$ cat src/rtl/leaf_stream_packetizer_pkg.sv
// Shared definitions for the BFT transmit packetizer: field layout, sizing, FSM states
// and packet pack/unpack helpers.
package leaf_stream_packetizer_pkg;

  localparam int unsigned PACKET_BITS           = 49;
  localparam int unsigned PAYLOAD_BITS          = 32;
  localparam int unsigned NUM_LEAF_BITS         = 4;
  localparam int unsigned NUM_PORT_BITS         = 4;
  localparam int unsigned NUM_BRAM_ADDR_BITS    = 7;
  localparam int unsigned FREESPACE_UPDATE_SIZE = 64;

  localparam int unsigned CREDIT_BITS  = NUM_BRAM_ADDR_BITS + 1;
  localparam int unsigned INIT_CREDITS = 1 << NUM_BRAM_ADDR_BITS;

  localparam int unsigned VALID_BIT     = 48;
  localparam int unsigned DST_LEAF_MSB  = 47;
  localparam int unsigned DST_LEAF_LSB  = 44;
  localparam int unsigned DST_PORT_MSB  = 43;
  localparam int unsigned DST_PORT_LSB  = 40;
  localparam int unsigned SRC_LEAF_MSB  = 39;
  localparam int unsigned SRC_LEAF_LSB  = 36;
  localparam int unsigned SRC_PORT_MSB  = 35;
  localparam int unsigned SRC_PORT_LSB  = 32;
  localparam int unsigned PAYLOAD_MSB   = 31;
  localparam int unsigned PAYLOAD_LSB   = 0;

  localparam logic [NUM_PORT_BITS-1:0] CTRL_PORT = '0;

  typedef enum logic [1:0] {StIdle, StRun, StStall} tx_state_e;

  typedef logic [PACKET_BITS-1:0] bft_raw_t;

  typedef struct packed {
    logic                     valid;
    logic [NUM_LEAF_BITS-1:0] dst_leaf;
    logic [NUM_PORT_BITS-1:0] dst_port;
    logic [NUM_LEAF_BITS-1:0] src_leaf;
    logic [NUM_PORT_BITS-1:0] src_port;
    logic [PAYLOAD_BITS-1:0]  payload;
  } bft_pkt_t;

  function automatic bft_raw_t pack_pkt(input bft_pkt_t p);
    bft_raw_t r;
    r = '0;
    r[VALID_BIT]                   = p.valid;
    r[DST_LEAF_MSB:DST_LEAF_LSB]   = p.dst_leaf;
    r[DST_PORT_MSB:DST_PORT_LSB]   = p.dst_port;
    r[SRC_LEAF_MSB:SRC_LEAF_LSB]   = p.src_leaf;
    r[SRC_PORT_MSB:SRC_PORT_LSB]   = p.src_port;
    r[PAYLOAD_MSB:PAYLOAD_LSB]     = p.payload;
    return r;
  endfunction

  function automatic bft_pkt_t unpack_pkt(input bft_raw_t r);
    bft_pkt_t p;
    p.valid    = r[VALID_BIT];
    p.dst_leaf = r[DST_LEAF_MSB:DST_LEAF_LSB];
    p.dst_port = r[DST_PORT_MSB:DST_PORT_LSB];
    p.src_leaf = r[SRC_LEAF_MSB:SRC_LEAF_LSB];
    p.src_port = r[SRC_PORT_MSB:SRC_PORT_LSB];
    p.payload  = r[PAYLOAD_MSB:PAYLOAD_LSB];
    return p;
  endfunction

endpackage

$ cat src/rtl/leaf_stream_packetizer_if.sv
// User-stream and BFT-side signals of the packetizer, with environment (master) and
// packetizer (slave) views.
interface leaf_stream_packetizer_if;
  import leaf_stream_packetizer_pkg::*;

  logic [PAYLOAD_BITS-1:0] din_user2tx;
  logic                    vld_user2tx;
  logic                    ack_tx2user;
  logic [PACKET_BITS-1:0]  din_bft2tx;
  logic [PACKET_BITS-1:0]  dout_tx2bft;

  modport master (
    output din_user2tx, vld_user2tx, din_bft2tx,
    input  ack_tx2user, dout_tx2bft
  );

  modport slave (
    input  din_user2tx, vld_user2tx, din_bft2tx,
    output ack_tx2user, dout_tx2bft
  );

endinterface

$ cat src/rtl/leaf_stream_packetizer_credit.sv
// Saturating credit counter for the destination buffer; credit_err latches any overflow
// until reset.
module leaf_credit_counter
  import leaf_stream_packetizer_pkg::*;
(
  input  logic                   clk_i,
  input  logic                   rst_ni,
  input  logic                   inc_i,
  input  logic                   dec_i,
  output logic [CREDIT_BITS-1:0] credits_o,
  output logic [CREDIT_BITS-1:0] credits_next_o,
  output logic                   credit_err_o
);

  localparam int unsigned SumW = CREDIT_BITS + 1;

  logic [CREDIT_BITS-1:0] credits_q, credits_d;
  logic                   err_q, err_d;
  logic [SumW-1:0]        sum;

  // One spare bit so an update on top of a near-full count is visible before saturation.
  always_comb begin
    sum = {1'b0, credits_q};
    if (inc_i) sum = sum + SumW'(FREESPACE_UPDATE_SIZE);
    if (dec_i) sum = sum - SumW'(1);
    err_d = err_q;
    if (sum > SumW'(INIT_CREDITS)) begin
      credits_d = CREDIT_BITS'(INIT_CREDITS);
      err_d     = 1'b1;
    end else begin
      credits_d = sum[CREDIT_BITS-1:0];
    end
  end

  always_ff @(posedge clk_i or negedge rst_ni) begin
    if (!rst_ni) begin
      credits_q <= CREDIT_BITS'(INIT_CREDITS);
      err_q     <= 1'b0;
    end else begin
      credits_q <= credits_d;
      err_q     <= err_d;
    end
  end

  assign credits_o      = credits_q;
  assign credits_next_o = credits_d;
  assign credit_err_o   = err_q;

endmodule

$ cat src/rtl/leaf_stream_packetizer.sv
// Transmit packetizer: wraps accepted user words into BFT packets for one destination and
// throttles acceptance on credits returned by the receiver's freespace updates.
module leaf_stream_packetizer
  import leaf_stream_packetizer_pkg::*;
(
  input  logic                     clk,
  input  logic                     ap_rst_n,
  input  logic                     cfg_en,
  input  logic [NUM_LEAF_BITS-1:0] cfg_src_leaf,
  input  logic [NUM_PORT_BITS-1:0] cfg_src_port,
  input  logic [NUM_LEAF_BITS-1:0] cfg_dst_leaf,
  input  logic [NUM_PORT_BITS-1:0] cfg_dst_port,
  leaf_stream_packetizer_if.slave  bus,
  output logic [CREDIT_BITS-1:0]   credits,
  output logic                     credit_err
);

  tx_state_e                state_q, state_d;
  logic [NUM_LEAF_BITS-1:0] dst_leaf_q, dst_leaf_d;
  logic [NUM_PORT_BITS-1:0] dst_port_q, dst_port_d;
  bft_raw_t                 dout_q, dout_d;
  logic [CREDIT_BITS-1:0]   credits_next;
  logic                     ack, xfer, upd;
  bft_pkt_t                 out_pkt;

  assign ack  = (state_q == StRun) && (credits != '0);
  assign xfer = ack && bus.vld_user2tx;

  // Only the paired receiver's control port may hand back credits.
  assign upd = bus.din_bft2tx[VALID_BIT]
            && (bus.din_bft2tx[DST_LEAF_MSB:DST_LEAF_LSB] == cfg_src_leaf)
            && (bus.din_bft2tx[DST_PORT_MSB:DST_PORT_LSB] == CTRL_PORT)
            && (bus.din_bft2tx[SRC_LEAF_MSB:SRC_LEAF_LSB] == dst_leaf_q)
            && (bus.din_bft2tx[SRC_PORT_MSB:SRC_PORT_LSB] == dst_port_q);

  leaf_credit_counter u_credit (
    .clk_i          (clk),
    .rst_ni         (ap_rst_n),
    .inc_i          (upd),
    .dec_i          (xfer),
    .credits_o      (credits),
    .credits_next_o (credits_next),
    .credit_err_o   (credit_err)
  );

  always_comb begin
    state_d    = state_q;
    dst_leaf_d = dst_leaf_q;
    dst_port_d = dst_port_q;
    if (!cfg_en) begin
      state_d = StIdle;
    end else begin
      unique case (state_q)
        StIdle: begin
          dst_leaf_d = cfg_dst_leaf;
          dst_port_d = cfg_dst_port;
          state_d    = StRun;
        end
        StRun:   if (credits_next == '0) state_d = StStall;
        StStall: if (credits != '0) state_d = StRun;
        default: state_d = StIdle;
      endcase
    end
  end

  always_comb begin
    out_pkt          = '0;
    out_pkt.valid    = 1'b1;
    out_pkt.dst_leaf = dst_leaf_q;
    out_pkt.dst_port = dst_port_q;
    out_pkt.src_leaf = cfg_src_leaf;
    out_pkt.src_port = cfg_src_port;
    out_pkt.payload  = bus.din_user2tx;
    dout_d           = xfer ? pack_pkt(out_pkt) : '0;
  end

  always_ff @(posedge clk or negedge ap_rst_n) begin
    if (!ap_rst_n) begin
      state_q    <= StIdle;
      dst_leaf_q <= '0;
      dst_port_q <= '0;
      dout_q     <= '0;
    end else begin
      state_q    <= state_d;
      dst_leaf_q <= dst_leaf_d;
      dst_port_q <= dst_port_d;
      dout_q     <= dout_d;
    end
  end

  assign bus.ack_tx2user = ack;
  assign bus.dout_tx2bft = dout_q;

endmodule

$ cat src/flat_wrapper.sv
// flat-port wrapper written by rule: the top's interface ports become plain ports
module leaf_stream_packetizer_flat import leaf_stream_packetizer_pkg::*;
  (clk, ap_rst_n, cfg_en, cfg_src_leaf, cfg_src_port, cfg_dst_leaf, cfg_dst_port, credits, credit_err, bus_din_user2tx, bus_vld_user2tx, bus_din_bft2tx, bus_ack_tx2user, bus_dout_tx2bft);
  leaf_stream_packetizer_if bus_i ();
  input  logic clk;
  input  logic ap_rst_n;
  input  logic cfg_en;
  input  logic [NUM_LEAF_BITS-1:0] cfg_src_leaf;
  input  logic [NUM_PORT_BITS-1:0] cfg_src_port;
  input  logic [NUM_LEAF_BITS-1:0] cfg_dst_leaf;
  input  logic [NUM_PORT_BITS-1:0] cfg_dst_port;
  output logic [CREDIT_BITS-1:0] credits;
  output logic credit_err;
  input wire logic [$bits(bus_i.din_user2tx)-1:0] bus_din_user2tx;
  input wire logic [$bits(bus_i.vld_user2tx)-1:0] bus_vld_user2tx;
  input wire logic [$bits(bus_i.din_bft2tx)-1:0] bus_din_bft2tx;
  output wire logic [$bits(bus_i.ack_tx2user)-1:0] bus_ack_tx2user;
  output wire logic [$bits(bus_i.dout_tx2bft)-1:0] bus_dout_tx2bft;
  assign bus_i.din_user2tx = bus_din_user2tx;
  assign bus_i.vld_user2tx = bus_vld_user2tx;
  assign bus_i.din_bft2tx = bus_din_bft2tx;
  assign bus_ack_tx2user = bus_i.ack_tx2user;
  assign bus_dout_tx2bft = bus_i.dout_tx2bft;
  leaf_stream_packetizer u_core (.clk(clk), .ap_rst_n(ap_rst_n), .cfg_en(cfg_en), .cfg_src_leaf(cfg_src_leaf), .cfg_src_port(cfg_src_port), .cfg_dst_leaf(cfg_dst_leaf), .cfg_dst_port(cfg_dst_port), .bus(bus_i), .credits(credits), .credit_err(credit_err));
endmodule
$ cat config.mk
export PLATFORM = sky130hd
export DESIGN_NAME = leaf_stream_packetizer_flat
export DESIGN_NICKNAME = d
export VERILOG_FILES = /design/src/rtl/leaf_stream_packetizer_pkg.sv /design/src/rtl/leaf_stream_packetizer_if.sv /design/src/rtl/leaf_stream_packetizer_credit.sv /design/src/rtl/leaf_stream_packetizer.sv /design/src/flat_wrapper.sv
export SDC_FILE = /design/constraint.sdc
export NUM_CORES = 1
export LEC_CHECK = 0
export BUFFER_PORTS_ARGS = -buffer_cell sky130_fd_sc_hd__buf_2
export CAP_MARGIN = 10
export CORE_ASPECT_RATIO = 2
export CORE_UTILIZATION = 44
export DETAILED_ROUTE_END_ITERATION = 16
export MAX_ROUTING_LAYER = met4
export PLACE_DENSITY = 0.8
export SETUP_SLACK_MARGIN = 0.05
export SYNTH_ARGS = -nofsm -noshare
export SYNTH_HDL_FRONTEND = slang
export SYNTH_SLANG_ARGS = --single-unit
$ cat constraint.sdc
create_clock -name clk -period 3.05 [get_ports clk]
set_input_delay 0.4575 -clock clk [delete_from_list [all_inputs] [get_ports clk]]
set_output_delay 0.4575 -clock clk [all_outputs]
set_load 0.005 [all_outputs]
==> results of run 1 <==
==> metal layers <==
layer	global-route usage	vias up
li1	-	1060
met5	-	-
met4	0.114	0
met2	0.352	103
met3	0.0592	18
met1	0.210	1028
==> cell families (layout without fill, tap and decap cells) <==
family,count (synthesis),after routing,synth area share
AO/OA/AOI/OAI,14,14,0.0358
AND/OR/NAND/NOR,101,101,0.221
XOR/XNOR,20,20,0.0619
multiplexers,12,12,0.0460
flip-flops,68,68,0.602
adder cells (fa/ha/maj),4,4,0.0177
buffers and inverters,12,159,0.0159
==> power groups by stage <==
stage               logic (µW)  registers, µW  clock network [µW]
floorplan                  649           1250                   0
global placement          1110           1250                   0
detailed placement        1130           1260                   0
CTS                       1140           1240                1240
global route              1260           1270                1270
finish                    1130           1240                1210
==> how the worst min path moves through the flow <==
stage,startpoint,end,slack (ns),cells past startpoint
after CTS,bus_din_user2tx[28],u_core.bus.dout_tx2bft[28],0.32,2
after detailed placement,ap_rst_n,u_core.u_credit.credit_err_o,0.34,1
after global placement,ap_rst_n,u_core.u_credit.credit_err_o,0.33,1
after global routing,bus_din_user2tx[1],u_core.bus.dout_tx2bft[1],0.33,2
final,bus_din_user2tx[27],u_core.bus.dout_tx2bft[27],0.33,2
after floorplan,ap_rst_n,u_core.bus.dout_tx2bft[0],0.16,0
==> what timing repair did <==
action,CTS,global route
hold endpoints to repair,9,0
resized for setup,0,0
hold buffers,1,0
==> cell usage in the layout, fill, tap and decap left out, types with 3 or more instances in the layout <==
cell type	synthesis	final
buf_2	0	127
dfrtp_1	67	67
and2_1	49	49
xnor2_1	15	15
nor2_1	12	12
clkbuf_16	0	9
buf_4	0	9
mux2_2	8	8
nand2_1	7	7
inv_1	5	5
nand3b_1	5	5
xor2_1	5	5
nor3_1	4	4
nand4_1	4	4
mux2i_1	4	4
nor3b_1	4	4
ha_1	4	4
nand3_1	3	3
o21ai_0	3	3
nand4b_1	3	3
bufinv_16	0	3
==> metrics by stage <==
step                      utilization  std cells
after floorplan                     -        231
after global placement          0.583        447
after CTS                       0.642        464
after global routing            0.642        464
final                           0.642        464
after detailed placement        0.583        447
==> layout make-up <==
type / count / share of cell area
inverters: 5 / 0.00467
repair buffers: 138 / 0.183
flip-flops and latches: 68 / 0.424
clock inverters: 5 / 0.0265
well taps: 86 / 0.0268
clock buffers: 11 / 0.0629
multi-input cells: 151 / 0.272
==> worst register-to-register path, stage by stage, from the launching register on <==
cell and delay [ns]:
dfstp_2 0.58, inv_1 0.08, ha_1 0.19, and2_1 0.22
a21oi_4 0.37, nand3b_1 0.15, xor2_1 0.27, a31oi_2 0.17
or3b_1 0.37
==> registers in the layout, indices dropped and copies added, names as in the netlist <==
register / flops
u_core.dst_leaf_q: 4
u_core.bus.dout_tx2bft: 49
u_core.u_credit.credit_err_o: 1
u_core.u_credit.credits_o: 8
u_core.dst_port_q: 4
u_core.state_q: 2
==> out/qor.txt, run 1 <==
Status: finished clean
Top-count cell post-synth: dfrtp_1
Top cell type by total area after synthesis: dfrtp_1
DR iter-0 viols: 47
Layout fillers: 539
H-tree levels: 3
Chip Height: 115 µm
Fin. max-slew vios: 0
CP Capture Type: register
DP HPWL: 4830 µm
Leakage dissipation: 0.00211 µW
Initial antenna violation count: 0
Met3 wire length: 412 µm
Final TNS setup: 0 ns
Period minus WS final: 2.51 ns
Yosys cell types: 37
GRT Total Usage: 0.208
Clock share of power: 0.338
Post-Route M1 WL: 2340 µm
Critical path startpoint category: input port
Post-route setup slack: 0.543 ns
Core Footprint: 0.00626 mm²
Post-CTS Setup Bufs: 0
CP max stage cell: or4_4
Sequential share of power: 0.346
Power Internal: 2510 µW
Worst Setup SP: bus_din_bft2tx[40]
Total power: 3590 µW
Sequential Area: 0.00170 mm²
Syn Inst Count: 231
Post-Synthesis Mean Instance Area: 12.3 µm²
DR vias: 2,209
Wire per inst: 13.7 µm
Crit path DAT: 2.71 ns
Slowest stage delay, CP: 0.55 ns
EDFF count, synth: 0
Gr ovfl total: 0
Ys async rst share: 1.00
Post-Synthesis Cell Area: 0.00283 mm²
IO Count: 160
Global-route wire length before repair: 9880 µm
Worst min path class: in2reg
R2R Path End: u_core.u_credit.credit_err_o
Vias in the first global route: 2,209
DRC Markers: 0
Total CTS buffers: 9
Clock slew at reported path FFs: 0.06 ns
Final Cycle Share: 0.822
Fin. Hold Viols: 0
Synth warnings: 0
Drt first pass iters: 6
CTS tree: yes
Final setup fails: 0
Die footprint: 0.00678 mm²
CTS root buf: clkbuf_16
Synth top area cells: dfrtp_1, and2_1, xnor2_1
Max FO, Critical Path: 4
Final setup skew: 0.00351 ns
FF-to-FF Start: u_core.u_credit.credits_o[7]
CTS Sinks: 68
Post-synth net total: 336
Hold WS: 0.334 ns
Post-synth top area share: 0.592
CP Class: in2reg
Maximum root-to-sink buffer count: 2
Switching pwr: 1080 µW
Clk Latency, worst-skew pair: 0.32 ns
Port Buf Inserts: 127
RePlAce Congestion: 0.879
Routed wl met2: 3410 µm
Max Cap Violations: 0
R2r worst-path depth: 8
Primary FF master, synth: dfrtp_1
Slew headroom: 0.645
Final WL: 6370 µm
Post-layout instance area: 0.00402 mm²
#FFs+latches synth: 68
Starting Density: 0.452
R2r setup slk: 0.55 ns
Area of the multi-input gates: 0.00109 mm²
Logic pwr share: 0.316
FP Rows: 41
CP delay by family, top: simple AND/OR/NAND/NOR gates
Area delta synth->final: 41.9%
Fin nets: 478
Fraction of power spent switching nets: 0.302
Area after DPL: 0.00365 mm²
Die W: 58.7 µm
Pre-CTS WS: 0.226 ns
Pwr per Cell Area: 894 mW/mm²
Vias/cell: 4.76
CP Depth: 8
Crit path required time: 3.25 ns
RSZ-0062 raised after global routing: false
Worst path cell trace: buf_2 -> or4b_1 -> or4_4 -> nor4_4 -> buf_4 -> xnor2_1 -> a31oi_2 -> or3b_1
Final ANT Viol Nets: 0
Largest net degree at the start of global routing: 60
Top sig layer: met4
Slew @ Worst Pin: 0.530 ns
Critical Path Sink: u_core.u_credit.credit_err_o
VDD IR max: 0.500 mV
Layout cells sized above 1: 0.439
Buf+Inv Stages, Crit Path: 2
Diode count: 0
Max Freq: 399 MHz
Post-synth top cells: dfrtp_1, and2_1, xnor2_1, nor2_1, mux2_2
Post-synthesis sequential area ratio: 0.602
Power figures use the tool's default switching activity.
==> run 2: changes to the inputs <==
--- a/config.mk
+++ b/config.mk
@@ -8,10 +8,10 @@
 export BUFFER_PORTS_ARGS = -buffer_cell sky130_fd_sc_hd__buf_2
 export CAP_MARGIN = 10
 export CORE_ASPECT_RATIO = 2
-export CORE_UTILIZATION = 44
+export CORE_UTILIZATION = 40
 export DETAILED_ROUTE_END_ITERATION = 16
 export MAX_ROUTING_LAYER = met4
-export PLACE_DENSITY = 0.8
+export PLACE_DENSITY = 0.77
 export SETUP_SLACK_MARGIN = 0.05
 export SYNTH_ARGS = -nofsm -noshare
 export SYNTH_HDL_FRONTEND = slang
==> constraint.sdc (replaced) <==
create_clock -name clk -period 2 [get_ports clk]
set_input_delay 0.3 -clock clk [delete_from_list [all_inputs] [get_ports clk]]
set_output_delay 0.3 -clock clk [all_outputs]
set_load 0.005 [all_outputs]
==> out/qor.txt, run 2 (synthesized netlist as in run 1, its figures left out) <==
RSZ-0062 raised after global routing: true
Starting Density: 0.411
Fin nets: 513
Pre-CTS WS: -0.681 ns
Largest net degree at the start of global routing: 52
H-tree levels: 3
Initial antenna violation count: 0
FF-to-FF Start: u_core.dst_leaf_q[1]
Global-route wire length before repair: 10,700 µm
Diode count: 0
Post-layout instance area: 0.00438 mm²
Core Util, Final: 0.636
Hold_sp: bus_din_user2tx[12]
Period minus WS final: 2.39 ns
Logic pwr share: 0.445
DR iter-0 viols: 79
Crit path DAT: 2.58 ns
Final setup skew: 0.00589 ns
Fraction of power spent switching nets: 0.327
Maximum root-to-sink buffer count: 2
Crit path required time: 2.19 ns
VDD IR max: 0.740 mV
Post-Route M1 WL: 2600 µm
Top sig layer: met4
Drt first pass iters: 4
Final setup fails: 11
Max reg flops: 49
Layout fillers: 610
Commonest non-fill, non-tap cell in the layout: buf_2
Clk Latency, worst-skew pair: 0.33 ns
CP max stage cell: or4_4
FP Rows: 43
Fin. Hold Viols: 0
Core Footprint: 0.00689 mm²
Failing checks: negative setup slack
RePlAce Congestion: 0.857
CTS Sinks: 68
Gr ovfl total: 0
R2r setup slk: -0.29 ns
Final WL: 7470 µm
Slowest stage delay, CP: 0.54 ns
Status: finished with violations
Chip Height: 121 µm
Total CTS buffers: 9
Port Buf Inserts: 127
Clock slew at reported path FFs: 0.05 ns
Fin. max-slew vios: 0
Leakage dissipation: 0.00229 µW
Wire per inst: 14.9 µm
R2r worst-path depth: 7
DR vias: 2,385
Area of the multi-input gates: 0.00123 mm²
Worst Hold Path Cells: 2
Layout cells sized above 1: 0.533
CTS tree: yes
Met3 wire length: 293 µm
Buf+Inv Stages, Crit Path: 2
CP delay by family, top: simple AND/OR/NAND/NOR gates
Worst path cell trace: buf_6 -> or4b_4 -> or4_4 -> nor4_4 -> buf_4 -> mux2i_4 -> a31oi_4 -> or3b_1
IO Count: 160
Sequential Area: 0.00170 mm²
Area after DPL: 0.00387 mm²
Sequential share of power: 0.311
Final Cycle Share: 1.20
DRC Markers: 0
CP Capture Type: register
Most frequent cells in the layout: buf_2, dfrtp_1, and2_1
Die footprint: 0.00744 mm²
Max FO, Critical Path: 3
Slew headroom: 0.632
Post-route setup slack: -0.391 ns
CTS root buf: clkbuf_16
DP HPWL: 5490 µm
GRT Total Usage: 0.210
Max Freq: 418 MHz
Vias in the first global route: 2,349
Worst min path class: in2reg
Critical path startpoint category: input port
Clock share of power: 0.244
Endpoint, Worst Hold: u_core.bus.dout_tx2bft[12]
Max Cap Violations: 0
Vias/cell: 4.76
R2R Path End: u_core.u_credit.credit_err_o
Routed wl met2: 4330 µm
Area delta synth->final: 54.8%
Power Internal: 3980 µW
Die W: 61.5 µm
CP Class: in2reg
Pwr per Cell Area: 1350 mW/mm²
Slew @ Worst Pin: 0.551 ns
Final ANT Viol Nets: 0
Switching pwr: 1930 µW
[run 2: worst register-to-register path: stages, from the launching register on]
cell and delay, ns:
dfrtp_1 0.38, xnor2_1 0.18, nand4_1 0.27, nor4_4 0.43, buf_4 0.20, mux2i_4 0.25, a31oi_4 0.05, or3b_1 0.39
[run 2: final cells by class]
class	instances	share of cell area
flip-flops and latches	68	0.389
multi-input cells	151	0.281
inverters	5	0.00428
clock buffers	13	0.0617
clock inverters	1	0.00171
repair buffers	173	0.237
well taps	90	0.0257
[run 2: worst max-delay path by stage]
stage	startpoint	to	slack (ns)	cells past startpoint
3_3_place_gp	bus_din_bft2tx[40]	u_core.u_credit.credit_err_o	-0.54	7
4_1_cts	bus_din_bft2tx[40]	u_core.u_credit.credit_err_o	-0.32	7
2_1_floorplan	bus_din_bft2tx[40]	u_core.u_credit.credit_err_o	-0.45	6
5_1_grt	bus_din_bft2tx[40]	u_core.u_credit.credit_err_o	-0.43	8
6_report	bus_din_bft2tx[40]	u_core.u_credit.credit_err_o	-0.39	8
3_5_place_dp	bus_din_bft2tx[40]	u_core.u_credit.credit_err_o	-0.68	7
[run 2: timing repair]
action	in CTS	in global routing
pin swaps	6	11
resized for setup	17	20
hold buffers	1	0
buffers inserted	2	6
hold endpoints to repair	19	0
endpoints found under the setup margin	12	60
[run 2: layer usage]
metal	global-route usage	vias to the layer above
met4	0.107	0
met1	0.204	1148
met5	-	-
met2	0.376	88
met3	0.0352	22
li1	-	1127
[run 2: power groups by stage]
stage / clock, µW / combinational [µW] / sequential, µW
finish: 1440 / 2630 / 1840
global route: 1530 / 2850 / 1860
CTS: 1480 / 2340 / 1840
floorplan: 0 / 989 / 1910
detailed placement: 0 / 2140 / 1860
global placement: 0 / 2080 / 1840
[run 2: stage by stage]
| stage | power, µW | hold WS, ns | std cells | setup TNS, ns |
|---|---|---|---|---|
| floorplan | 2900 | 0.00441 | 231 | -2.93 |
| global placement | 3920 | 0.307 | 478 | -5.00 |
| detailed placement | 4000 | 0.319 | 478 | -5.98 |
| CTS | 5650 | 0.167 | 495 | -2.07 |
| global route | 6240 | 0.173 | 501 | -3.12 |
| finish | 5910 | 0.177 | 501 | -2.50 |
==> run 3: changes to the inputs <==
--- a/config.mk
+++ b/config.mk
@@ -5,13 +5,15 @@
 export SDC_FILE = /design/constraint.sdc
 export NUM_CORES = 1
 export LEC_CHECK = 0
+export ABC_CLOCK_PERIOD_IN_PS = 2000
 export BUFFER_PORTS_ARGS = -buffer_cell sky130_fd_sc_hd__buf_2
 export CAP_MARGIN = 10
 export CORE_ASPECT_RATIO = 2
-export CORE_UTILIZATION = 40
+export CORE_UTILIZATION = 41
+export CTS_BUF_LIST = sky130_fd_sc_hd__clkbuf_8
 export DETAILED_ROUTE_END_ITERATION = 16
 export MAX_ROUTING_LAYER = met4
-export PLACE_DENSITY = 0.77
+export PLACE_DENSITY = 0.78
 export SETUP_SLACK_MARGIN = 0.05
 export SYNTH_ARGS = -nofsm -noshare
 export SYNTH_HDL_FRONTEND = slang
==> out/qor.txt, run 3 (synthesized netlist as in run 1, its figures left out) <==
Status: finished with violations
Failing checks: negative setup slack
Hold WS: 0.163 ns
Die W: 60.8 µm
Area of the multi-input gates: 0.00124 mm²
Diode count: 0
Worst min path class: in2reg
Clk Latency, worst-skew pair: 0.34 ns
RePlAce Congestion: 0.888
CP max stage cell: or4_4
Period minus WS final: 2.18 ns
CTS tree: yes
Leakage dissipation: 0.00223 µW
Maximum root-to-sink buffer count: 2
Max FO, Critical Path: 4
DRC Markers: 0
Port Buf Inserts: 127
Worst Setup SP: bus_din_bft2tx[40]
Final ANT Viol Nets: 0
CP Class: in2reg
Vias in the first global route: 2,361
Max reg flops: 49
Initial antenna violation count: 0
Final WL: 6970 µm
DP HPWL: 5160 µm
Crit path required time: 2.21 ns
Buf+Inv Stages, Crit Path: 2
Total power: 5400 µW
DR vias: 2,346
Commonest non-fill, non-tap cell in the layout: buf_2
CP Capture Type: register
Final setup skew: 0.00746 ns
Fin nets: 509
FP Rows: 42
Pre-CTS WS: -0.535 ns
Core Footprint: 0.00662 mm²
Area delta synth->final: 49.7%
Hold_sp: cfg_src_port[1]
Clock slew at reported path FFs: 0.07 ns
Most used cell, CP: buf_6
Die footprint: 0.00726 mm²
Chip Height: 120 µm
Vias/cell: 4.73
Post-route setup slack: -0.178 ns
Total CTS buffers: 9
CP delay by family, top: simple AND/OR/NAND/NOR gates
Final setup fails: 11
DR iter-0 viols: 94
Fin. max-slew vios: 0
Slew headroom: 0.725
Crit path DAT: 2.39 ns
RSZ-0062 raised after global routing: true
Starting Density: 0.427
Largest net degree at the start of global routing: 69
FF-to-FF Start: u_core.u_credit.credits_o[0]
Slowest stage delay, CP: 0.54 ns
Final Cycle Share: 1.09
H-tree levels: 3
CTS Sinks: 68
Sequential Area: 0.00170 mm²
Fin. Hold Viols: 0
GRT Total Usage: 0.214
Layout cells sized above 1: 0.537
CTS root buf: clkbuf_8
Pwr per Cell Area: 1270 mW/mm²
Worst path cell trace: buf_6 -> or4b_4 -> or4_4 -> nor4_4 -> buf_6 -> mux2i_1 -> a31oi_2 -> or3b_1
Slew @ Worst Pin: 0.407 ns
Layout fillers: 575
Most frequent cells in the layout: buf_2, dfrtp_1, and2_1
VDD IR max: 0.626 mV
Gr ovfl total: 0
Max Freq: 459 MHz
Critical path startpoint category: input port
Drt first pass iters: 4
IO Count: 160
Global-route wire length before repair: 10,700 µm
Wire per inst: 14.1 µm
Max Cap Violations: 0
run 3: changes by cell type in the layout (fill, tap and decap cells not counted), moves of 3 or more:
cell | previous run | this run
nor3_2 | 3 | 0
inv_2 | 0 | 3
clkbuf_16 | 9 | 0
clkbuf_8 | 3 | 11
buf_4 | 38 | 34
mux2i_1 | 1 | 4
run 3: timing repair:
item,in CTS,in global routing
endpoints found under the hold margin,67,0
setup buffers,5,4
pin swaps,15,13
setup endpoints to repair,12,12
cloned,0,0
hold buffers,1,0
resized for setup,26,14
run 3: final cells by class:
class                   count  area share
multi-input cells         151       0.293
inverters                   5     0.00443
clock inverters             4     0.00413
well taps                  88      0.0260
flip-flops and latches     68       0.402
clock buffers              11      0.0357
repair buffers            169       0.235
run 3: final timing paths:
path / end / slack, ns / cells after the start
worst min-delay path: u_core.bus.dout_tx2bft[33] / 0.16 / 2
max in group asynchronous: u_core.u_credit.credits_o[7] / 1.16 / 3
worst max-delay path: u_core.u_credit.credit_err_o / -0.18 / 8
worst max register to register: u_core.state_q[0] / -0.10 / 10
worst min register to register: u_core.u_credit.credit_err_o / 0.52 / 1
min in group asynchronous: u_core.bus.dout_tx2bft[4] / 0.52 / 3
run 3: per-layer routing:
metal | track usage | vias up | routed length [µm] | part of all wire
met5 | - | - | 0 | 0
met4 | 0.125 | 0 | 294 | 0.042
met3 | 0.0474 | 21 | 333 | 0.048
met2 | 0.346 | 101 | 3770 | 0.54
met1 | 0.231 | 1106 | 2570 | 0.37
li1 | - | 1118 | - | -
run 3: stage by stage:
step	instances	TNS (ns)	utilization	area [µm²]
4_1_cts	492	-0.468	0.625	4140
2_1_floorplan	231	-2.93	-	2830
5_1_grt	496	-1.90	0.640	4240
6_report	496	-0.815	0.640	4240
3_3_place_gp	471	-3.80	0.576	3810
3_5_place_dp	471	-4.16	0.576	3810
run 3: power by group:
group	switching (µW)	leakage (µW)	total, µW	internal, µW
combinational	1240	0.00123	2610	1370
clock	453	0.0000976	950	497
sequential	148	0.000899	1840	1690
total	1840	0.00223	5400	3550
